**src/rtl/if_id_stage.sv**
```systemverilog
// Fetch stage: program counter, IF/ID pipeline register and instruction field decode.
// Optional performance counters are enabled with `define IF_ID_PERF_CNT_EN.
module if_id_stage #(
  parameter logic [31:0] RESET_PC = 32'h0000_0000,
  parameter int          IMM_W    = 16
) (
  input  logic             clk,
  input  logic             rst,
  input  logic             stall,
  input  logic             flush,
  input  logic             redirect,
  input  logic [31:0]      redirect_pc,
  output logic [31:0]      imem_addr,
  input  logic [31:0]      imem_rdata,
  output logic             id_valid,
  output logic [31:0]      id_pc4,
  output logic [31:0]      id_instr,
  output logic [5:0]       id_op,
  output logic [4:0]       id_rs,
  output logic [4:0]       id_rt,
  output logic [4:0]       id_rd,
  output logic [4:0]       id_shamt,
  output logic [5:0]       id_funct,
  output logic [IMM_W-1:0] id_imm,
  output logic             id_sign_ext,
  output logic [25:0]      id_target,
  output logic [31:0]      fetch_count,
  output logic [31:0]      bubble_count
);

  logic [31:0] pc_q, pc_d, pc_plus4;
  logic        valid_q, valid_d;
  logic [31:0] instr_q, instr_d;
  logic [31:0] pc4_q, pc4_d;
  logic        load_if_id;

  assign pc_plus4   = pc_q + 32'd4;
  assign load_if_id = !flush && !stall;

  // Redirect wins over stall for the PC; flush wins over stall for IF/ID.
  always_comb begin
    pc_d = pc_plus4;
    if (redirect)   pc_d = {redirect_pc[31:2], 2'b00};
    else if (stall) pc_d = pc_q;
  end

  always_comb begin
    valid_d = valid_q;
    instr_d = instr_q;
    pc4_d   = pc4_q;
    if (flush) begin
      valid_d = 1'b0;
      instr_d = 32'd0;
      pc4_d   = 32'd0;
    end else if (!stall) begin
      valid_d = 1'b1;
      instr_d = imem_rdata;
      pc4_d   = pc_plus4;
    end
  end

  always_ff @(posedge clk) begin
    if (rst) begin
      pc_q    <= RESET_PC;
      valid_q <= 1'b0;
      instr_q <= 32'd0;
      pc4_q   <= 32'd0;
    end else begin
      pc_q    <= pc_d;
      valid_q <= valid_d;
      instr_q <= instr_d;
      pc4_q   <= pc4_d;
    end
  end

  assign imem_addr = pc_q;
  assign id_valid  = valid_q;
  assign id_instr  = instr_q;
  assign id_pc4    = pc4_q;
  assign id_op     = instr_q[31:26];
  assign id_rs     = instr_q[25:21];
  assign id_rt     = instr_q[20:16];
  assign id_rd     = instr_q[15:11];
  assign id_shamt  = instr_q[10:6];
  assign id_funct  = instr_q[5:0];
  assign id_imm    = instr_q[IMM_W-1:0];
  assign id_target = instr_q[25:0];

  // Branches, arithmetic immediates and memory offsets are signed; logical immediates are not.
  always_comb begin
    id_sign_ext = 1'b0;
    case (instr_q[31:26])
      6'h04, 6'h05, 6'h08, 6'h09, 6'h0A, 6'h0B, 6'h23, 6'h2B: id_sign_ext = valid_q;
      default: id_sign_ext = 1'b0;
    endcase
  end

`ifdef IF_ID_PERF_CNT_EN
  logic [31:0] fetch_count_q, fetch_count_d;
  logic [31:0] bubble_count_q, bubble_count_d;

  always_comb begin
    fetch_count_d  = fetch_count_q + {31'd0, load_if_id};
    bubble_count_d = bubble_count_q + {31'd0, flush};
  end

  always_ff @(posedge clk) begin
    if (rst) begin
      fetch_count_q  <= 32'd0;
      bubble_count_q <= 32'd0;
    end else begin
      fetch_count_q  <= fetch_count_d;
      bubble_count_q <= bubble_count_d;
    end
  end

  assign fetch_count  = fetch_count_q;
  assign bubble_count = bubble_count_q;
`else
  assign fetch_count  = 32'd0;
  assign bubble_count = 32'd0;
`endif

endmodule

```
**config.mk**
```make
export PLATFORM = sky130hd
export DESIGN_NAME = if_id_stage
export DESIGN_NICKNAME = d
export VERILOG_FILES = /design/src/rtl/if_id_stage.sv
export SDC_FILE = /design/constraint.sdc
export NUM_CORES = 1
export LEC_CHECK = 0
export BUFFER_PORTS_ARGS = -buffer_cell sky130_fd_sc_hd__buf_2
export CORE_UTILIZATION = 39
export CTS_BUF_LIST = sky130_fd_sc_hd__clkbuf_8
export DETAILED_ROUTE_END_ITERATION = 10
export PLACE_DENSITY = 0.82
export SYNTH_ARGS = -nofsm -noshare
export SYNTH_HDL_FRONTEND = slang
export SYNTH_SLANG_ARGS = --single-unit
```
**constraint.sdc**
```tcl
create_clock -name clk -period 2.5 [get_ports clk]
set_input_delay 0.125 -clock clk [delete_from_list [all_inputs] [get_ports clk]]
set_output_delay 0.125 -clock clk [all_outputs]
set_load 0.01 [all_outputs]
```
# [Word-level counts from Yosys, hierarchy flattened]
# Cells that the tools add are included.
[classes] muxes=3 n_reduce_logical=3 n_addsub=1 n_eq_ne=9
[ops] op="2-to-1 mux 32 bit" count=2
[ops] op="adder 32 x 3 -> 32 bit (second input constant)" count=1
[ops] op="== test 6 x 4 -> 1 bit (second input constant)" count=4
[ops] op="== test 6 x 3 -> 1 bit (second input constant)" count=2
[ops] op="== test 6 bit (second input constant)" count=2
[ops] op="OR reduction 8 bit" count=1
[ops] op="OR reduction 2 bit" count=2
[ops] op="inequality test 2 x 1 -> 1 bit (second input constant)" count=1
[ops] op="2-to-1 mux 1 bit" count=1
[word_totals] in_bits=69 output_inout_bits=236 ff_bits=97 word_cells=21

# [Longest topological paths before layout]
[depth] ltp_word=3 ltp_mapped=7 mapped_depth_nobuf=6

# [Worst setup path after synthesis]
# No wires, ideal clock.
[synth_timing] kind="flip-flop to flip-flop" startpoint="register pc_q[2], in the netlist imem_addr[2]" endpoint="register pc_q[22], in the netlist imem_addr[22]" required_time_ns=2.385 arrival_ns=1.800 path_slack_ns=0.585 stages_incl_launch_ff=8 n_path_buf=1 setup_ns=0.115 period_less_slack_ns=1.915 cell_sequence="dfxtp_1 > ha_1 > nand3_2 > buf_4 > or3_4 > nor3_2 > xor2_1 > o21a_1"
[synth_via] elab_chain_cells=3
[synth_lines] element="start: declaration" line_no="31" source="logic [31:0] pc_q, pc_d, pc_plus4;"
[synth_lines] element="start signal: assignment" line_no="69" source="pc_q <= pc_d;"
[synth_lines] element="adder 32 x 3 -> 32 bit" line_no="37" source="assign pc_plus4 = pc_q + 32'd4;"
[synth_lines] element="2-to-1 mux 32 bit" line_no="44" source="else if (stall) pc_d = pc_q;"
[synth_lines] element="2-to-1 mux 32 bit" line_no="43" source="if (redirect) pc_d = {redirect_pc[31:2], 2'b00};"
# Every way passes these cells. The select of a mux whose other input is x is not followed.
# A chain may end at the register's enable or synchronous reset.

# [Final worst setup path]
[layout_timing] startpoint="register pc_q[3], in the netlist imem_addr[3]" endpoint="register pc4_q[20], in the netlist id_pc4[20]"
[layout_via] elab_chain_cells=1
[layout_lines] element="adder 32 x 3 -> 32 bit" line_no="37"
[layout_lines] element="end signal: assignment" line_no="72" source="pc4_q <= pc4_d;"
[layout_lines] element="end: declaration" line_no="34" source="logic [31:0] pc4_q, pc4_d;"
# Every way passes these cells.

==> flow_metrics.env <==
export IMPL_synth_area_per_cell_sq_um=8.47
export IMPL_cts_max_level=3
export IMPL_cp_end_kind="register"
export IMPL_initial_antenna_violation_count=0
export IMPL_sort_of_element_at_the_start_of_the_critical_path="register"
export IMPL_layout_setup_ws_ps=461
export IMPL_multiInputGateArea_sq_um=2680
export IMPL_clock_tree_buffer_depth=2
export IMPL_cts_tree="yes"
export IMPL_num_vias=4804
export IMPL_report_final_slew_viol_count=0
export IMPL_drt_pre_antenna_iters=4
export IMPL_avgViaCountPerCell=4.62
export IMPL_final_instance_count_excl_fill=1040
export IMPL_globalRouteOverflowTotal=0
export IMPL_post_synthesis_instance_area_sq_um=5660
export IMPL_synth_ff_latch_count=93
export IMPL_synth_distinct_cells=45
export IMPL_core_area_sq_um=14000
export IMPL_seqCellArea_sq_um=1860
export IMPL_nets=925
export IMPL_timing_setup_critical_path_class="reg -> reg"
export IMPL_grt_pass1_wl_um=22200
export IMPL_clkLatencyLatePin_ps=380
export IMPL_clock_sinks=93
export IMPL_pin_count_of_the_biggest_net_entering_global_routing=65
export IMPL_fin_tns_setup_ps=0
export IMPL_n_fill_cell=1338
export IMPL_gpl_final_weighted_congestion=0.917
export IMPL_chipWidth_um=122
export IMPL_cp_required_ps=2780
export IMPL_pre_cts_ws_ps=441
export IMPL_cts_post_setup_buffers_inserted=0
export IMPL_areaGrowthSynthToFinish_pct=21.2
export IMPL_die_h_um=122
export IMPL_grt_pass1_vias=4253
export IMPL_reported_max_cap_violation_count=0
export IMPL_tritoncts_num_buffers=9
export IMPL_max_vdd_ir_drop_v=0.000244
export IMPL_post_synth_inst_count=668
export IMPL_port_buffers=234
export IMPL_result_of_the_run="finished, final reports clean"
export IMPL_synth_seq_area_share_pct=32.9
export IMPL_layout_drive_gt1_share_pct=33.6
export IMPL_grt_setup_unrepaired="false"
export IMPL_hold_slack_ps=27.8
export IMPL_finalSetupViolCount=0
export IMPL_detail_route_antenna_nets=0
export IMPL_max_slew_margin_pct=51.6
export IMPL_max_clock_freq_ghz=0.490
export IMPL_cp_max_fo=10
export IMPL_root_buffer="sky130_fd_sc_hd__clkbuf_8"
export IMPL_p_total_uw=3500
export IMPL_placementRows=43
export IMPL_finalWirelength_um=14800
export IMPL_placed_cells_incl_taps=981
export IMPL_clkSlewWorstSetupHoldPaths_ps=90
export IMPL_ios=305
export IMPL_power_density_nw_per_um2=510
export IMPL_slew_at_the_pin_closest_to_its_max_slew_limit_ps=726
export IMPL_p_leak_uw=0.00343
export IMPL_remaining_drc_errors=0
export IMPL_worstPathArrival_ps=2320
export IMPL_skew_ps=10.4
export IMPL_initial_core_utilization_pct=40.3
export IMPL_drt_initial_drc_count=199
export IMPL_post_route_period_util_pct=81.6
export IMPL_hold_viol_final=0
export IMPL_routed_wire_length_per_instance_um=14.2
export IMPL_dp_hpwl_um=10900
export IMPL_synth_yosys_warnings=0
export IMPL_hp_class="in -> reg"
export IMPL_n_antenna_cell=0
export IMPL_grt_usage_pct=19.3
export IMPL_finalCriticalPeriod_ps=2040
export IMPL_fp_dieArea_sq_um=15000
final cells by class:
| cell class | instances | area share [%] |
|---|---|---|
| timing repair buffer | 292 | 25.0 |
| multi-input combinational | 428 | 39.1 |
| clock buffer | 11 | 2.21 |
| tap | 180 | 3.28 |
| sequential | 93 | 27.1 |
| clock inverter | 5 | 1.55 |
| inverter | 31 | 1.70 |
synthesized netlist by cell type, drive strengths merged:
| cell | count | area, sq um |
|---|---|---|
| and3 | 3 | 18.8 |
| or4 | 1 | 11.3 |
| nand4b | 4 | 35.0 |
| and4 | 3 | 26.3 |
| o21ai | 7 | 35.0 |
| a31o | 1 | 8.76 |
| dfxtp | 93 | 1860 |
| nand2 | 28 | 105 |
| nor2b | 9 | 56.3 |
| or2 | 3 | 18.8 |
| o22ai | 2 | 18.8 |
| mux2i | 42 | 420 |
| nand2b | 1 | 6.26 |
| a21oi | 42 | 210 |
| nor2 | 67 | 259 |
| a2111oi | 1 | 8.76 |
| o32ai | 1 | 8.76 |
| buf | 163 | 1180 |
| o21a | 30 | 225 |
| nor4 | 11 | 115 |
| nand4 | 14 | 118 |
| inv | 31 | 116 |
| nor3 | 13 | 85.1 |
| nand3 | 13 | 80.1 |
| xnor2 | 35 | 307 |
| nor3b | 1 | 7.51 |
| or3 | 3 | 28.8 |
| xor2 | 19 | 166 |
| ha | 1 | 12.5 |
| clkbuf | 20 | 75.1 |
| conb | 1 | 3.75 |
| a31oi | 1 | 6.26 |
| nand3b | 3 | 22.5 |
| and2 | 1 | 6.26 |
layer usage:
layer | up-vias | wire length [um] | track usage [%]
li1 | 2371 | - | -
met1 | 2176 | 6200 | 23.7
met2 | 231 | 7240 | 32.4
met3 | 26 | 1000 | 4.04
met4 | 0 | 330 | 8.38
met5 | - | 0 | 0
path summary, 6_finish.rpt:
kind / start / endpoint / slack [ps] / depth (start not counted)
max: imem_addr[3] / id_pc4[20] / 460 / 7
min: redirect_pc[29] / imem_addr[29] / 30 / 3
min reg2reg: id_pc4[3] / id_pc4[3] / 470 / 2
max reg2reg: imem_addr[3] / id_pc4[20] / 460 / 7
flip-flops by register name, summed over array words and instances, names as in the netlist:
signal and cells:
id_pc4 30, id_instr 32, id_valid 1, imem_addr 30
logic make-up after synthesis:
kind of cell / Yosys count / synth area share [%]
AO/OA/AOI/OAI: 85 / 9.22
XOR/XNOR: 54 / 8.36
adder cells (fa/ha/maj): 1 / 0.221
buffers and inverters: 214 / 24.2
flip-flops: 93 / 32.9
multiplexers: 42 / 7.43
other: 1 / 0.0662
AND/OR/NAND/NOR: 178 / 17.7
critical path, stage by stage (launching register included):
cell                      delay (ps)
sky130_fd_sc_hd__dfxtp_1         410
sky130_fd_sc_hd__ha_1            250
sky130_fd_sc_hd__nand3_2         130
sky130_fd_sc_hd__buf_4           210
sky130_fd_sc_hd__nor3_2          430
sky130_fd_sc_hd__nand4_1         180
sky130_fd_sc_hd__xnor2_1         170
sky130_fd_sc_hd__o21a_1          160
metrics by stage:
stage                     area, sq um  utilization [%]
after detailed placement         6170             44.0
after floorplan                  5910                -
after global routing             6860             48.9
final                            6860             48.9
after CTS                        6860             48.9
after global placement           6170             44.0
report_power, final:
group          total (uW)  internal [uW]  switching (uW)
combinational         585            268             317
sequential           1630           1540            83.6
clock                1290            721             565
timing repair:
action | 4_1_cts | 5_1_grt
gates resized for setup | 0 | 0
hold buffers | 43 | 0
hold endpoints to repair | 43 | 0
layout by cell type, fill, tap and decap left out, types with 10 or more instances in the layout:
cell type / n
sky130_fd_sc_hd__buf_2: 233
sky130_fd_sc_hd__dfxtp_1: 93
sky130_fd_sc_hd__conb_1: 68
sky130_fd_sc_hd__nor2_1: 66
sky130_fd_sc_hd__dlygate4sd3_1: 43
sky130_fd_sc_hd__mux2i_1: 42
sky130_fd_sc_hd__a21oi_1: 42
sky130_fd_sc_hd__xnor2_1: 35
sky130_fd_sc_hd__inv_1: 31
sky130_fd_sc_hd__o21a_1: 30
sky130_fd_sc_hd__nand2_1: 28
sky130_fd_sc_hd__xor2_1: 19
sky130_fd_sc_hd__buf_4: 16
sky130_fd_sc_hd__nand4_1: 12
sky130_fd_sc_hd__clkbuf_8: 11
sky130_fd_sc_hd__nand3_1: 10
Note: power is estimated with default switching activity, not from simulation.
